--- src/rtl/mem_port_arbiter_if.sv ---
// mem_port_arbiter_if: fetch, data and memory-side handshake signals of the shared memory port
interface mem_port_arbiter_if #(
    parameter int ADDR_W = 32,
    parameter int DATA_W = 32
);
    logic              f_req, f_moc;
    logic [ADDR_W-1:0] f_addr;
    logic [DATA_W-1:0] f_rdata;
    logic              d_req, d_rw, d_size, d_moc;
    logic [ADDR_W-1:0] d_addr;
    logic [DATA_W-1:0] d_wdata, d_rdata;
    logic              err, busy;
    logic              mem_en, mem_rw, mem_size, mem_moc;
    logic [ADDR_W-1:0] mem_addr;
    logic [DATA_W-1:0] mem_wdata, mem_rdata;

    modport slave (
        input  f_req, f_addr, d_req, d_rw, d_size, d_addr, d_wdata, mem_rdata, mem_moc,
        output f_moc, f_rdata, d_moc, d_rdata, err, busy, mem_en, mem_rw, mem_size, mem_addr, mem_wdata
    );
    modport master (
        output f_req, f_addr, d_req, d_rw, d_size, d_addr, d_wdata, mem_rdata, mem_moc,
        input  f_moc, f_rdata, d_moc, d_rdata, err, busy, mem_en, mem_rw, mem_size, mem_addr, mem_wdata
    );
endinterface

--- src/rtl/mem_port_arbiter.sv ---
// mem_port_arbiter: round-robin sharing of one memory port between fetch and data requesters
// Define MEM_TIMEOUT_EN to abort accesses whose mem_moc does not arrive within TIMEOUT cycles.
module mem_port_arbiter #(
    parameter int ADDR_W  = 32,
    parameter int DATA_W  = 32,
    parameter int TIMEOUT = 16
) (
    input logic            clk,
    input logic            reset,
    mem_port_arbiter_if.slave bus
);
    typedef enum logic [1:0] {IDLE, BUSY, RELEASE} state_t;

    state_t state;
    logic   owner, last_owner, grant_d;

    // owner/last_owner: 1 = data, 0 = fetch; on conflict the side that did not go last wins
    assign grant_d = bus.d_req & (~bus.f_req | ~last_owner);

`ifdef MEM_TIMEOUT_EN
    localparam int CW = $clog2(TIMEOUT + 1);
    logic [CW-1:0] cnt;
`else
    assign bus.err = 1'b0;
`endif

    always_ff @(posedge clk) begin
        if (reset) begin
            state         <= IDLE;
            owner         <= 1'b0;
            last_owner    <= 1'b0;
            bus.f_moc     <= 1'b0;
            bus.d_moc     <= 1'b0;
            bus.f_rdata   <= DATA_W'(0);
            bus.d_rdata   <= DATA_W'(0);
            bus.busy      <= 1'b0;
            bus.mem_en    <= 1'b0;
            bus.mem_rw    <= 1'b0;
            bus.mem_size  <= 1'b0;
            bus.mem_addr  <= ADDR_W'(0);
            bus.mem_wdata <= DATA_W'(0);
`ifdef MEM_TIMEOUT_EN
            cnt           <= '0;
            bus.err       <= 1'b0;
`endif
        end else begin
            case (state)
                IDLE: if (bus.f_req | bus.d_req) begin
                    owner         <= grant_d;
                    last_owner    <= grant_d;
                    bus.mem_addr  <= grant_d ? bus.d_addr : bus.f_addr;
                    bus.mem_rw    <= grant_d & bus.d_rw;
                    bus.mem_size  <= grant_d & bus.d_size;
                    bus.mem_wdata <= grant_d ? bus.d_wdata : DATA_W'(0);
                    bus.mem_en    <= 1'b1;
                    bus.busy      <= 1'b1;
                    state         <= BUSY;
`ifdef MEM_TIMEOUT_EN
                    cnt           <= '0;
`endif
                end
                BUSY: if (bus.mem_moc) begin
                    bus.mem_en <= 1'b0;
                    if (owner) begin
                        bus.d_rdata <= bus.mem_rdata;
                        bus.d_moc   <= 1'b1;
                    end else begin
                        bus.f_rdata <= bus.mem_rdata;
                        bus.f_moc   <= 1'b1;
                    end
                    state <= RELEASE;
                end
`ifdef MEM_TIMEOUT_EN
                else if (cnt == CW'(TIMEOUT - 1)) begin
                    bus.mem_en <= 1'b0;
                    bus.err    <= 1'b1;
                    if (owner) begin
                        bus.d_rdata <= DATA_W'(0);
                        bus.d_moc   <= 1'b1;
                    end else begin
                        bus.f_rdata <= DATA_W'(0);
                        bus.f_moc   <= 1'b1;
                    end
                    state <= RELEASE;
                end else cnt <= cnt + 1'b1;
`endif
                RELEASE: begin
                    bus.f_moc <= 1'b0;
                    bus.d_moc <= 1'b0;
                    bus.busy  <= 1'b0;
`ifdef MEM_TIMEOUT_EN
                    bus.err   <= 1'b0;
`endif
                    state     <= IDLE;
                end
                default: state <= IDLE;
            endcase
        end
    end
endmodule

--- src/flat_wrapper.sv ---
// flat-port wrapper written by rule: the top's interface ports become plain ports
module mem_port_arbiter_flat 
#(
    parameter int ADDR_W  = 32,
    parameter int DATA_W  = 32,
    parameter int TIMEOUT = 16
)
  (clk, reset, bus_f_req, bus_f_addr, bus_d_req, bus_d_rw, bus_d_size, bus_d_addr, bus_d_wdata, bus_mem_rdata, bus_mem_moc, bus_f_moc, bus_f_rdata, bus_d_moc, bus_d_rdata, bus_err, bus_busy, bus_mem_en, bus_mem_rw, bus_mem_size, bus_mem_addr, bus_mem_wdata);
  mem_port_arbiter_if #(.ADDR_W(ADDR_W), .DATA_W(DATA_W)) bus_i ();
  input logic clk;
  input logic reset;
  input wire logic [$bits(bus_i.f_req)-1:0] bus_f_req;
  input wire logic [$bits(bus_i.f_addr)-1:0] bus_f_addr;
  input wire logic [$bits(bus_i.d_req)-1:0] bus_d_req;
  input wire logic [$bits(bus_i.d_rw)-1:0] bus_d_rw;
  input wire logic [$bits(bus_i.d_size)-1:0] bus_d_size;
  input wire logic [$bits(bus_i.d_addr)-1:0] bus_d_addr;
  input wire logic [$bits(bus_i.d_wdata)-1:0] bus_d_wdata;
  input wire logic [$bits(bus_i.mem_rdata)-1:0] bus_mem_rdata;
  input wire logic [$bits(bus_i.mem_moc)-1:0] bus_mem_moc;
  output wire logic [$bits(bus_i.f_moc)-1:0] bus_f_moc;
  output wire logic [$bits(bus_i.f_rdata)-1:0] bus_f_rdata;
  output wire logic [$bits(bus_i.d_moc)-1:0] bus_d_moc;
  output wire logic [$bits(bus_i.d_rdata)-1:0] bus_d_rdata;
  output wire logic [$bits(bus_i.err)-1:0] bus_err;
  output wire logic [$bits(bus_i.busy)-1:0] bus_busy;
  output wire logic [$bits(bus_i.mem_en)-1:0] bus_mem_en;
  output wire logic [$bits(bus_i.mem_rw)-1:0] bus_mem_rw;
  output wire logic [$bits(bus_i.mem_size)-1:0] bus_mem_size;
  output wire logic [$bits(bus_i.mem_addr)-1:0] bus_mem_addr;
  output wire logic [$bits(bus_i.mem_wdata)-1:0] bus_mem_wdata;
  assign bus_i.f_req = bus_f_req;
  assign bus_i.f_addr = bus_f_addr;
  assign bus_i.d_req = bus_d_req;
  assign bus_i.d_rw = bus_d_rw;
  assign bus_i.d_size = bus_d_size;
  assign bus_i.d_addr = bus_d_addr;
  assign bus_i.d_wdata = bus_d_wdata;
  assign bus_i.mem_rdata = bus_mem_rdata;
  assign bus_i.mem_moc = bus_mem_moc;
  assign bus_f_moc = bus_i.f_moc;
  assign bus_f_rdata = bus_i.f_rdata;
  assign bus_d_moc = bus_i.d_moc;
  assign bus_d_rdata = bus_i.d_rdata;
  assign bus_err = bus_i.err;
  assign bus_busy = bus_i.busy;
  assign bus_mem_en = bus_i.mem_en;
  assign bus_mem_rw = bus_i.mem_rw;
  assign bus_mem_size = bus_i.mem_size;
  assign bus_mem_addr = bus_i.mem_addr;
  assign bus_mem_wdata = bus_i.mem_wdata;
  mem_port_arbiter #(.ADDR_W(ADDR_W), .DATA_W(DATA_W), .TIMEOUT(TIMEOUT)) u_core (.clk(clk), .reset(reset), .bus(bus_i));
endmodule
--- config.mk ---
export PLATFORM = sky130hd
export DESIGN_NAME = mem_port_arbiter_flat
export DESIGN_NICKNAME = d
export VERILOG_FILES = /design/src/rtl/mem_port_arbiter_if.sv /design/src/rtl/mem_port_arbiter.sv /design/src/flat_wrapper.sv
export SDC_FILE = /design/constraint.sdc
export NUM_CORES = 1
export LEC_CHECK = 0
export BUFFER_PORTS_ARGS = -buffer_cell sky130_fd_sc_hd__buf_2
export CORE_MARGIN = 4
export CORE_UTILIZATION = 25
export DETAILED_ROUTE_END_ITERATION = 7
export GPL_ROUTABILITY_DRIVEN = 0
export GPL_TIMING_DRIVEN = 0
export PLACE_DENSITY_LB_ADDON = 0.3
export SETUP_SLACK_MARGIN = 0.15
export SLEW_MARGIN = 20
export SYNTH_ARGS = -nofsm -noshare
export SYNTH_HDL_FRONTEND = slang
export SYNTH_SLANG_ARGS = --single-unit
export TNS_END_PERCENT = 100
--- constraint.sdc ---
create_clock -name clk -period 4.1 [get_ports clk]
set_clock_uncertainty 0.1 [all_clocks]
set_input_delay 0 -clock clk [delete_from_list [all_inputs] [get_ports clk]]
set_output_delay 0 -clock clk [all_outputs]
set_load 0.005 [all_outputs]
==> results.txt, run 1 <==
The flow ran to the end, and the final reports show no timing, DRC or antenna violations. The final critical-path share of the clock period was 66.9%; the worst-case reg-to-reg path depth was 6. The most common flop cell mapped by yosys is dfxtp_1.

Entering global routing, the biggest net connects 17 pins. The post-layout minimum cycle time was 2.74 ns; the maximum clock insertion buffer count was 2. For this run, the number of Yosys warnings is 0. The die outline width was 153 um; the synthesis-stage register bit count was 137.

Counting the buffers created by CTS gives 17. At the worst endpoint, the arrival time is 3.00 ns. The detailed router placed 6386 vias in this run. Counting every instance in the synthesized netlist gives 655.

After detailed routing, the average wire length per cell comes to 16.0 um. For the count of distinct cell types in the synthesized netlist, the log shows 25. Wires add up to 21900 um. In this run the critical register-to-register path is captured at u_core.bus.mem_wdata[0]$_SDFFE_PP0P_. The clock transition at the register clock pins on the worst setup and hold paths after CTS was 0.06 ns.

The number of enable flip-flop cells after synthesis is 0, and the clock network fraction of total power is 43.3%. The final setup slack of the worst path is 1.36 ns, and the peak ir drop on the vdd network is 0.259 mV. TritonCTS built the clock tree. The total number of placement rows was 52.

The power density over the cells is 408 nW/um^2. By area the synthesized netlist is led by dfxtp_1 52%, nand2_1 14%, a21oi_1 13%, a311oi_1 5.3%, nand4_1 4.0%. At the later pin of the worst-skew pair, clock insertion delay measures 0.42 ns. The worst register-to-register path begins at u_core.state[1]$_SDFFE_PP0P_. Buffers placed on the I/O ports in this run total 267. The first global-routing pass estimated 34500 um of wire. The final number of hold-violating endpoints was 0; the number of nets in the layout was 1218. The share of post-route cells with drive strength above 1 is 30.7%. The number of nets handed over by synthesis was 790. The residual antenna-violating net count after detailed routing came out at 0.

Summed over all nets, the half-perimeter wirelength after detailed placement is 15300 um. Async set or reset register ratio after synthesis: 0%. The worst setup path is of the reg -> reg kind.

The tools report the number of global-route vias before repair as 6577. Each instance of the synthesized netlist takes up on average 8.06 um^2. Once the floorplan was initialized, standard cells occupied 25.8% of the core. The portion of synthesized cell area occupied by the leading cell type was 52.0%; the number of antenna violations at the first check in global routing was 0. The number of optimization iterations in the first detailed-route pass is 4, and the number of violations reported at the end of detailed-routing iteration 0 is 252.

The max-slew violation count was 0. The logs give 5280 um^2 for the cell area after synthesis and 39.8% for the share of total power in sequential cells. The combinational group share of total power was 17.0%. OpenSTA, run right after detailed placement, puts the worst setup slack at 2.17 ns. The remaining global-route overflow is 0.

Summing the areas of all and, or, nand and nor instances in the mapped netlist gives 20.0% of the synthesized area. The tools report the number of clock sinks as 137. Setup violations remaining at the end of the flow were counted as 0.

Derived from the worst setup path, the maximum achievable clock frequency is 0.364 GHz. The y dimension of the die was 153 um. The compound-cell area share of the yosys netlist was 22.1%; the max-capacitance violation count was 0.

The internal power of the cells was 0.00267 W; the number of gates given a new drive strength after cts was 0. For the share of the yosys chip area belonging to registers, the log shows 52.0%. The kind of start point of the critical path is a register. The biggest fanout along the worst timing path came out at 10.

The region available for standard cell placement spans 20500 um^2. For flop-to-flop paths, the worst setup slack is 1.36 ns. Counting the fill cells in the layout gives 2089.

Summed over all cells, the static leakage comes to 4.02 nW. The H-tree generated during clock tree synthesis spans 4 levels. At the worst endpoint, the required time is 4.35 ns. The synthesized netlist devotes 0% of its cell area to XOR and XNOR gates. Net switching is 27.2% of the power. 270 I/O pins were placed.

After synthesis, the share of cell area in mux cells is 0%. The leading area contributor after synthesis is dfxtp_1. Summed over all nets, the switching power comes to 0.000997 W. Relative to the synthesized area, the layout overhead comes to 70.2%. The master cell of the clock root buffer is clkbuf_16. The die area is 23500 um^2, and the vias per cell is 4.67. After synthesis, the largest family of logic cells by area is compound AO/OA/AOI/OAI gates. Headroom to the max-slew limit came out at 48.0%. The most critical setup path has its startpoint at u_core.state[1]$_SDFFE_PP0P_. The class of the most critical hold timing path is in -> reg. For the detailed-route DRC error count, the log shows 0. Setup repair after global routing left no endpoint under its margin. The global router's overall resource usage came out at 18.0%. The tools report the end of the critical path as u_core.bus.mem_wdata[0]$_SDFFE_PP0P_. Total negative slack for setup checks: 0 ns. The post-synthesis share of cell area spent on full adders, half adders and majority gates was 0%; the pin slew with the least headroom to its limit was 0.780 ns.

The worst setup path is captured at a register. The post-CTS setup buffer count was 0; the hold buffer count at CTS was 142.
[power by group through the flow]
stage                     combinational [W]  sequential (W)  clock (W)
final                              0.000622         0.00146    0.00159
after global routing               0.000687         0.00147    0.00168
after CTS                          0.000620         0.00146    0.00163
after detailed placement           0.000487         0.00148          0
after global placement             0.000485         0.00148          0
after floorplan                    0.000232         0.00149          0
[kinds of logic after synthesis]
kind of cell | count (synthesis)
AND/OR/NAND/NOR | 246
buffers and inverters | 66
flip-flops | 137
other | 1
AO/OA/AOI/OAI | 205
[worst min path at each step]
stage | startpoint | end | slack (ns) | cells after the start
2_1_floorplan | bus_mem_rdata[0] | u_core.bus.d_rdata[0]$_SDFFE_PP0P_ | 0.04 | 2
5_1_grt | bus_f_req | u_core.owner$_SDFFE_PP0P_ | 0.07 | 4
6_report | bus_f_req | u_core.owner$_SDFFE_PP0P_ | 0.04 | 4
3_3_place_gp | bus_mem_rdata[17] | u_core.bus.f_rdata[17]$_SDFFE_PP0P_ | 0.15 | 3
3_5_place_dp | bus_mem_rdata[6] | u_core.bus.d_rdata[6]$_SDFFE_PP0P_ | 0.16 | 3
4_1_cts | bus_f_req | u_core.owner$_SDFFE_PP0P_ | 0.02 | 4
[registers in the layout (all words and copies together), names as in the netlist]
name,count
u_core.owner,1
u_core.bus.f_rdata,32
u_core.bus.mem_size,1
u_core.bus.mem_en,1
u_core.bus.f_moc,1
u_core.bus.d_rdata,32
u_core.state,2
u_core.bus.mem_addr,32
u_core.bus.busy,1
u_core.bus.d_moc,1
u_core.bus.mem_rw,1
u_core.bus.mem_wdata,32
[cells in the mapped netlist, types with 2 or more instances]
| master | number |
|---|---|
| nand2_1 | 196 |
| dfxtp_1 | 137 |
| a21oi_1 | 136 |
| nand4_1 | 34 |
| clkbuf_1 | 33 |
| a311oi_1 | 32 |
| o21ai_0 | 29 |
| buf_2 | 23 |
| buf_4 | 9 |
| o21ai_1 | 6 |
| nor2_1 | 4 |
| nor2_2 | 2 |
| or2_1 | 2 |
[placed cells by master, fill, tap and decap left out, types with 5 or more instances in the layout]
cell type        n
o21ai_0         29
inv_6            5
a311oi_1        32
buf_2          290
o21ai_1          6
clkbuf_1        33
dfxtp_1        137
clkbuf_16       17
nand4_1         34
a21oi_1        136
buf_4            9
nand2_1        196
dlygate4sd3_1  142
[layout make-up]
cell class / count / area, um^2 / area share [%]
sequential: 137 / 2740 / 30.5
tap: 270 / 338 / 3.76
buffer: 66 / 312 / 3.47
clock buffer: 19 / 453 / 5.04
multi-input combinational: 452 / 2220 / 24.8
timing repair buffer: 409 / 2760 / 30.7
antenna: 1 / 2.50 / 0.0279
clock inverter: 13 / 154 / 1.71
[metal layers]
metal | routed length, um | global-route usage, % | share of wire [%]
met1 | 9270 | 21.6 | 42
met4 | 445 | 6.11 | 2.0
met5 | 0 | 0 | 0
met2 | 10400 | 30.5 | 48
met3 | 1780 | 5.77 | 8.1
[worst max-delay path: stages (launching register included)]
cell	delay, ns
dfxtp_1	0.37
nor2_1	0.45
buf_2	0.36
nand4_1	0.12
dlygate4sd3_1	0.57
a21oi_1	0.14
dlygate4sd3_1	0.56
[metrics by stage]
| step | power (W) | instance area (um^2) | hold WS [ns] | cells | utilization [%] |
|---|---|---|---|---|---|
| 2_1_floorplan | 0.00172 | 5280 | 0.0360 | 655 | - |
| 3_3_place_gp | 0.00197 | 6950 | 0.154 | 1192 | 33.9 |
| 3_5_place_dp | 0.00197 | 6950 | 0.159 | 1192 | 33.9 |
| 4_1_cts | 0.00370 | 8980 | 0.0179 | 1366 | 43.8 |
| 5_1_grt | 0.00383 | 8980 | 0.0705 | 1366 | 43.8 |
| 6_report | 0.00367 | 8980 | 0.0397 | 1367 | 43.8 |
Power figures use the tool's default switching activity.
==> inputs of run 2 (changes only) <==
clock period = 2.6 ns   (was 4.1 ns; I/O delays follow)
==> run 2 against run 1 <==
  * Hold slack got worse by 0.0058 ns
  * Sequential power is 58% higher
  * Wire length up 0.33%
  * Critical path type unchanged
  * Largest cell class unchanged
==> results.txt, run 2 (synthesized netlist as in run 1, its figures left out) <==
The flow ran to the end, and the final reports show no timing, DRC or antenna violations. The maximum clock insertion buffer count is 2. The post-layout minimum cycle time is 2.30 ns. The leakage power summed over all cells is 4.00 nW. The run gives 0 as the final number of hold-violating endpoints. In this run, CTS created clock tree buffers numbering 17. Relative to the synthesized area, the layout overhead comes to 70.2%. The worst register-to-register path has a setup slack of 0.30 ns. The power density over the cells was 643 nW/um^2. The max-capacitance violation count is 0, and the remaining global-route overflow is 0. The number of violations reported at the end of detailed-routing iteration 0 came out at 280. The multi-input combinational cells in the finished layout cover a total of 2230 um^2.

For the standard cell core area, the log shows 20500 um^2. Measured on the finished design, the core utilization comes to 43.8%. In the final timing run, aggregate negative setup slack is 0 ns. The final critical-path share of the clock period is 88.6%, and the residual antenna-violating net count after detailed routing is 0. The y dimension of the die was 153 um. In the final layout, the share of cells above drive strength 1 is 31.0%. For the placed standard-cell area, the log shows 6950 um^2. Once the clock tree was built, the setup fixing pass inserted 0 buffers.

The tools report the number of global-route vias before repair as 6547. The capturing point of the worst reg2reg path was u_core.bus.mem_addr[31]$_SDFFE_PP0P_. Global routing used 18.0% of the available tracks across all layers. In this run the count of I/O pins placed on the die edge is 270.

The critical path in this run is classified as reg -> reg. Clock tree synthesis selected as its root buffer the cell clkbuf_16. The number of clock sinks was 137; the biggest fanout along the worst timing path was 8. For the highest achievable clock rate, the log shows 0.434 GHz. In the post-route analysis, the smallest setup slack over all paths is 0.297 ns.

The number of antenna violations at the first check in global routing was 0. The vias per cell was 4.66. The tools report the number of H-tree levels as 4.

Tracing the worst setup path back leads to its startpoint at u_core.owner$_SDFFE_PP0P_. Prior to clock tree synthesis, the placed netlist has a worst setup slack of 0.674 ns. Leaving out fill and tap cells, the most frequent cells in the layout are 290 x buf_2, 196 x nand2_1, 141 x dlygate4sd3_1, 137 x dfxtp_1, 136 x a21oi_1.

The logs give 0 for the detailed-route DRC error count and 22000 um for the total length of routed wires. Total number of placement rows: 52. The count of buffers inserted at the top-level ports came out at 267. Leaving out fill and tap cells, the most frequent cell in the layout is buf_2.

Setup repair after global routing left no endpoint under its margin. The combined flip-flop and latch cell area is 2740 um^2. Class of the most critical hold timing path: in -> reg. The die is 153 um wide. Before antenna repair, the detailed router went through 4 iterations. The die covers 23500 um^2. Entering global routing, the biggest net connects 17 pins. The worst setup path is captured at a register. Initial core utilization: 25.8%. Clock transition at the register clock pins on the worst setup and hold paths after CTS: 0.06 ns.

The number of nets in the layout came out at 1217. For the pin with the worst max-slew slack, the measured transition is 0.779 ns. The tools report the max-slew violation count as 0. Once layout is done, the placed cells without fillers occupy 8980 um^2. Worst reg2reg path startpoint: u_core.owner$_SDFFE_PP0P_. The worst-case IR drop observed on VDD is 0.395 mV. For the worst setup path, the data required time is 2.86 ns. In the final routed layout, each cell accounts on average for 16.1 um. Remaining max-slew budget at the tightest pin: 48.0%. TritonCTS built the clock tree.

For the worst setup path, the data arrival time is 2.56 ns. The first global-routing pass estimated 34500 um of wire. The run gives 0.41 ns as the clock latency on the worst-skew pair. Detailed routing inserted a total of 6371 vias. For the number of inserted filler cells in the final layout, the log shows 2085. The tools report the end of the critical path as u_core.bus.mem_addr[31]$_SDFFE_PP0P_. STA classifies the critical path startpoint as a register.

Detailed placement finished with a half-perimeter wire length of 15300 um. The worst-case reg-to-reg path depth was 6; the final-report setup violation count was 0.
==> run 2: cell types whose count changed in the layout (fill, tap and decap cells not counted), sizes merged <==
cell / previous run / this run
dlygate4sd3: 142 / 141
==> run 2: worst max-delay path, stage by stage, from the launching register on <==
cell and delay, ns:
dfxtp_1 0.29, buf_2 0.18, a21boi_4 0.23, nand2_1 0.07
dlygate4sd3_1 0.55, a311oi_1 0.24, dlygate4sd3_1 0.58
==> run 2: stage by stage <==
| stage | std cells | hold slack [ns] | power, W |
|---|---|---|---|
| 4_1_cts | 1365 | 0.00403 | 0.00583 |
| 3_5_place_dp | 1192 | 0.159 | 0.00311 |
| 5_1_grt | 1365 | 0.0676 | 0.00602 |
| 2_1_floorplan | 655 | 0.0360 | 0.00271 |
| 6_report | 1366 | 0.0338 | 0.00577 |
| 3_3_place_gp | 1192 | 0.154 | 0.00310 |
==> run 2: layer usage <==
layer	part of all wire [%]	global-route usage [%]	vias to the layer above
met1	42	21.6	2952
met4	2.0	6.02	0
met5	0	0	-
li1	-	-	3136
met3	7.9	5.80	37
met2	48	30.7	246
==> run 2: layout make-up <==
| cell class | count | share of cell area, % |
|---|---|---|
| Timing Repair Buffer | 408 | 30.6 |
| Multi-Input combinational cell | 452 | 24.9 |
| Clock buffer | 19 | 5.04 |
| Clock inverter | 13 | 1.71 |
| Sequential cell | 137 | 30.5 |
| Buffer | 66 | 3.48 |
| Antenna cell | 1 | 0.0279 |
| Tap cell | 270 | 3.76 |
==> run 2: report_power, final <==
group / switching [W] / leakage, nW / internal (W)
combinational: 0.000490 / 2.59 / 0.000483
clock: 0.00101 / 0.297 / 0.00149
sequential: 0.0000702 / 1.12 / 0.00223
==> run 2: worst min-delay path by stage <==
stage                     slack, ns         startpoint  cells after the start                                   end
after detailed placement       0.16   bus_mem_rdata[6]                      3    u_core.bus.d_rdata[6]$_SDFFE_PP0P_
final                          0.03          bus_f_req                      4  u_core.bus.mem_wdata[0]$_SDFFE_PP0P_
after CTS                     0.004          bus_f_req                      4  u_core.bus.mem_wdata[0]$_SDFFE_PP0P_
after global placement         0.15  bus_mem_rdata[17]                      3   u_core.bus.f_rdata[17]$_SDFFE_PP0P_
after floorplan                0.04   bus_mem_rdata[0]                      2    u_core.bus.d_rdata[0]$_SDFFE_PP0P_
after global routing           0.07          bus_f_req                      4  u_core.bus.mem_wdata[0]$_SDFFE_PP0P_
==> run 2: timing repair <==
item                                   4_1_cts  5_1_grt
endpoints found under the hold margin      134        0
resized for setup                            0        4
setup endpoints to repair                    0       18
hold buffers                               141        0
==> inputs of run 3 (changes only) <==
PLACE_DENSITY = 0.6   (was unset)
PLACE_DENSITY_LB_ADDON = unset   (was 0.3)
==> run 3 against run 2 <==
  * Sequential power about the same
  * Flip-flop and latch count unchanged
  * Hold slack got worse by 0.00069 ns
  * Utilization increased by 0.13 points
  * Critical path depth unchanged
  * Clock-buffer cell count unchanged
  * Maximum frequency decreased by 2.7%
  * Design area increased by 0.31%
  * Non-clock buffer count increased by 1
  * Clock power increased by 5%
  * Sequential share of layout area decreased by 0.093 points
  * Setup slack got worse by 0.064 ns
  * Critical endpoint is now u_core.bus.mem_addr[4]$_SDFFE_PP0P_
  * Largest power group unchanged
==> results.txt, run 3 (synthesized netlist as in run 1, its figures left out) <==
The flow ran to the end, and the final reports show no timing, DRC or antenna violations. Final setup slack of the worst path: 0.232 ns. In this run the core area contains 52 standard-cell rows.

The terminating pin of the worst hold path is u_core.owner$_SDFFE_PP0P_. The worst-case setup slack after placement came out at 0.726 ns. The worst hold path begins at bus_f_req. The most common cell after layout, fill and taps aside is buf_2.

Of the total power, registers draw 38.9%. The internal portion of the total power is 0.00434 W. The filler cells instantiated in the layout total 2064. Master cell of the clock root buffer: clkbuf_16.

TritonCTS built the clock tree. The count of nets left with antenna violations once routing finished came out at 0. The run gives 0.409 mV as the peak ir drop on the vdd network. Walking the worst path, the cells encountered are or2_1, buf_2, nor2_2, buf_2, a311oi_1, dlygate4sd3_1. Broken down by cell family, the worst path's largest delay share belongs to buffers and inverters. In this run the critical register-to-register path is captured at u_core.bus.mem_addr[4]$_SDFFE_PP0P_.

For the combinational group share of total power, the log shows 16.8%. Setup repair after global routing left no endpoint under its margin. The share of post-route cells with drive strength above 1 was 30.7%; the final number of hold-violating endpoints was 0. The worst pin sits at a relative slew slack of 42.8%. Data on the critical path is required at its endpoint by 2.80 ns. The routed design has 21900 um of wire. The run gives 137 as the number of clock sinks. Post-CTS timing repair inserted 0 buffers for setup. Once detailed placement completed, the half-perimeter wirelength came to 15300 um. Summed over all cells, the static leakage comes to 4.02 nW.

At the pin with the least slew margin, the transition time is 0.858 ns. In this run the vertical extent of the chip is 153 um. The fraction of power spent switching nets came out at 26.5%.

The clock network burns 44.4% of the power. 270 I/O pins were placed. The final-report setup violation count is 0.

The number of cells on the worst reg-to-reg path is 6. In the finished design, the share of the clock period the worst path needs comes to 91.1%. Along the worst hold path, the cell count comes to 4.

The largest net degree at the start of global routing was 17; the reg-to-reg setup timing slack was 0.23 ns. The tightest min-delay check is of the in -> reg type. The clock latency on the worst-skew pair came out at 0.41 ns.

For this design the total switching power over the nets is 0.00157 W. The global router's overall resource usage was 18.1%; the die outline width was 153 um. The number of H-tree levels was 4.

The worst setup path is captured at a register. Clock-pin slew was measured on the worst setup and hold paths at 0.07 ns. In this run the tool buffered the top-level ports with 267 buffer cells. For the max-slew violation count, the log shows 0. The tools report the kind of start point of the critical path as a register.

For the standard cell core area, the log shows 20500 um^2. Leaving out fill and tap cells, the most frequent cells in the layout are 288 x buf_2, 196 x nand2_1, 142 x dlygate4sd3_1, 137 x dfxtp_1, 136 x a21oi_1. For this run, the detailed router's first-pass iteration total came to 7. Dividing total power by cell area gives a power density of 656 nW/um^2. Max-capacitance violation count: 0.

After layout, the design draws a total of 0.00591 W. The slowest stage of the critical path is the dlygate4sd3_1 cell. Data arrives at the worst endpoint at 2.57 ns. The number of diodes added for antenna fixing was 0.

The total negative slack for setup checks came out at 0 ns. The number of antenna violations at the first check in global routing was 0. The area added between synthesis and finish was 70.7%; the maximum clock insertion buffer count was 2. The number of global-route vias before repair came out at 6531.

The startpoint identified for the worst register-to-register timing path is u_core.state[1]$_SDFFE_PP0P_. In this run the worst path has a maximum fanout of 10. The detailed-route DRC error count is 0, and the critical path depth in cells is 6. In the routed layout, each cell is associated on average with a via count of 4.68. For this run, the slowest stage of the critical path takes 0.61 ns.

The number of buffers created by CTS came out at 17. For the number of nets in the layout, the log shows 1218. Number of violations reported at the end of detailed-routing iteration 0: 305. By instance count, the cell type seen most on the critical path is buf_2. In the final routed layout, each cell accounts on average for 16.1 um. The die area was 23500 um^2. The first global-routing pass estimated 34400 um of wire. For this run, the top clock speed supported by timing is 0.422 GHz.

The buffer and inverter count on the worst path was 3; the initial core utilization was 25.8%. The post-layout minimum cycle time was 2.37 ns. The logs give 6395 for the via count and 0 for the remaining global-route overflow. Classification of the worst setup path: reg -> reg.
==> run 3: cell count changes in the layout (fill, tap and decap cells not counted), moves of 2 or more <==
cell        before  now
bufinv_16        2    4
clkinvlp_4       1    3
clkbuf_4         0    2
clkbuf_1        32   34
clkbuf_8         2    0
inv_6            5    2
buf_2          290  288
==> run 3: repair_timing <==
action / 4_1_cts / 5_1_grt
hold endpoints to repair: 134 / 0
hold buffers: 142 / 0
gates resized for setup: 0 / 5
setup endpoints to repair: 0 / 23
==> run 3: power groups by stage <==
stage / combinational [W] / clock, W / sequential [W]
after floorplan: 0.000366 / 0 / 0.00235
after global placement: 0.000767 / 0 / 0.00234
after detailed placement: 0.000770 / 0 / 0.00234
after CTS: 0.000979 / 0.00267 / 0.00229
after global routing: 0.00109 / 0.00276 / 0.00231
final: 0.000991 / 0.00262 / 0.00230
==> run 3: metal layers <==
metal	GRT usage [%]	vias to the layer above	share of wire (%)
li1	-	3140	-
met1	21.4	2935	42
met2	30.4	275	47
met3	5.60	45	7.8
met4	7.72	0	3.2
met5	0	-	0
==> run 3: layout make-up <==
type / count / area, um^2 / share of cell area (%)
multi-input cells: 452 / 2230 / 24.7
flip-flops and latches: 137 / 2740 / 30.4
clock buffers: 19 / 433 / 4.80
plain buffers: 66 / 318 / 3.53
clock inverters: 13 / 194 / 2.15
well taps: 270 / 338 / 3.75
repair buffers: 409 / 2760 / 30.6
==> run 3: worst max-delay path by stage <==
stage / from / end / slack [ns]
after floorplan: u_core.state[1]$_SDFFE_PP0P_ / u_core.bus.mem_addr[26]$_SDFFE_PP0P_ / 1.23
after global placement: u_core.state[1]$_SDFFE_PP0P_ / u_core.bus.mem_addr[24]$_SDFFE_PP0P_ / 0.76
after detailed placement: u_core.state[1]$_SDFFE_PP0P_ / u_core.bus.mem_addr[20]$_SDFFE_PP0P_ / 0.73
after CTS: u_core.state[1]$_SDFFE_PP0P_ / u_core.bus.mem_addr[20]$_SDFFE_PP0P_ / 0.19
after global routing: u_core.state[1]$_SDFFE_PP0P_ / u_core.bus.mem_addr[12]$_SDFFE_PP0P_ / 0.16
final: u_core.state[1]$_SDFFE_PP0P_ / u_core.bus.mem_addr[4]$_SDFFE_PP0P_ / 0.23
==> run 3: worst min-delay path, delay by kind of cell <==
family / cells / cell delay (ns)
AO/OA/AOI/OAI: 2 / 0.23
buffers and inverters: 1 / 0.15
AND/OR/NAND/NOR: 1 / 0.11
==> run 3: metrics by stage <==
step	instances	instance area [um^2]	util, %	hold WS [ns]
after floorplan	655	5280	-	0.0360
after global placement	1192	6950	33.9	0.153
after detailed placement	1192	6950	33.9	0.159
after CTS	1366	9000	43.9	0.0129
after global routing	1366	9010	44.0	0.0644
final	1366	9010	44.0	0.0332
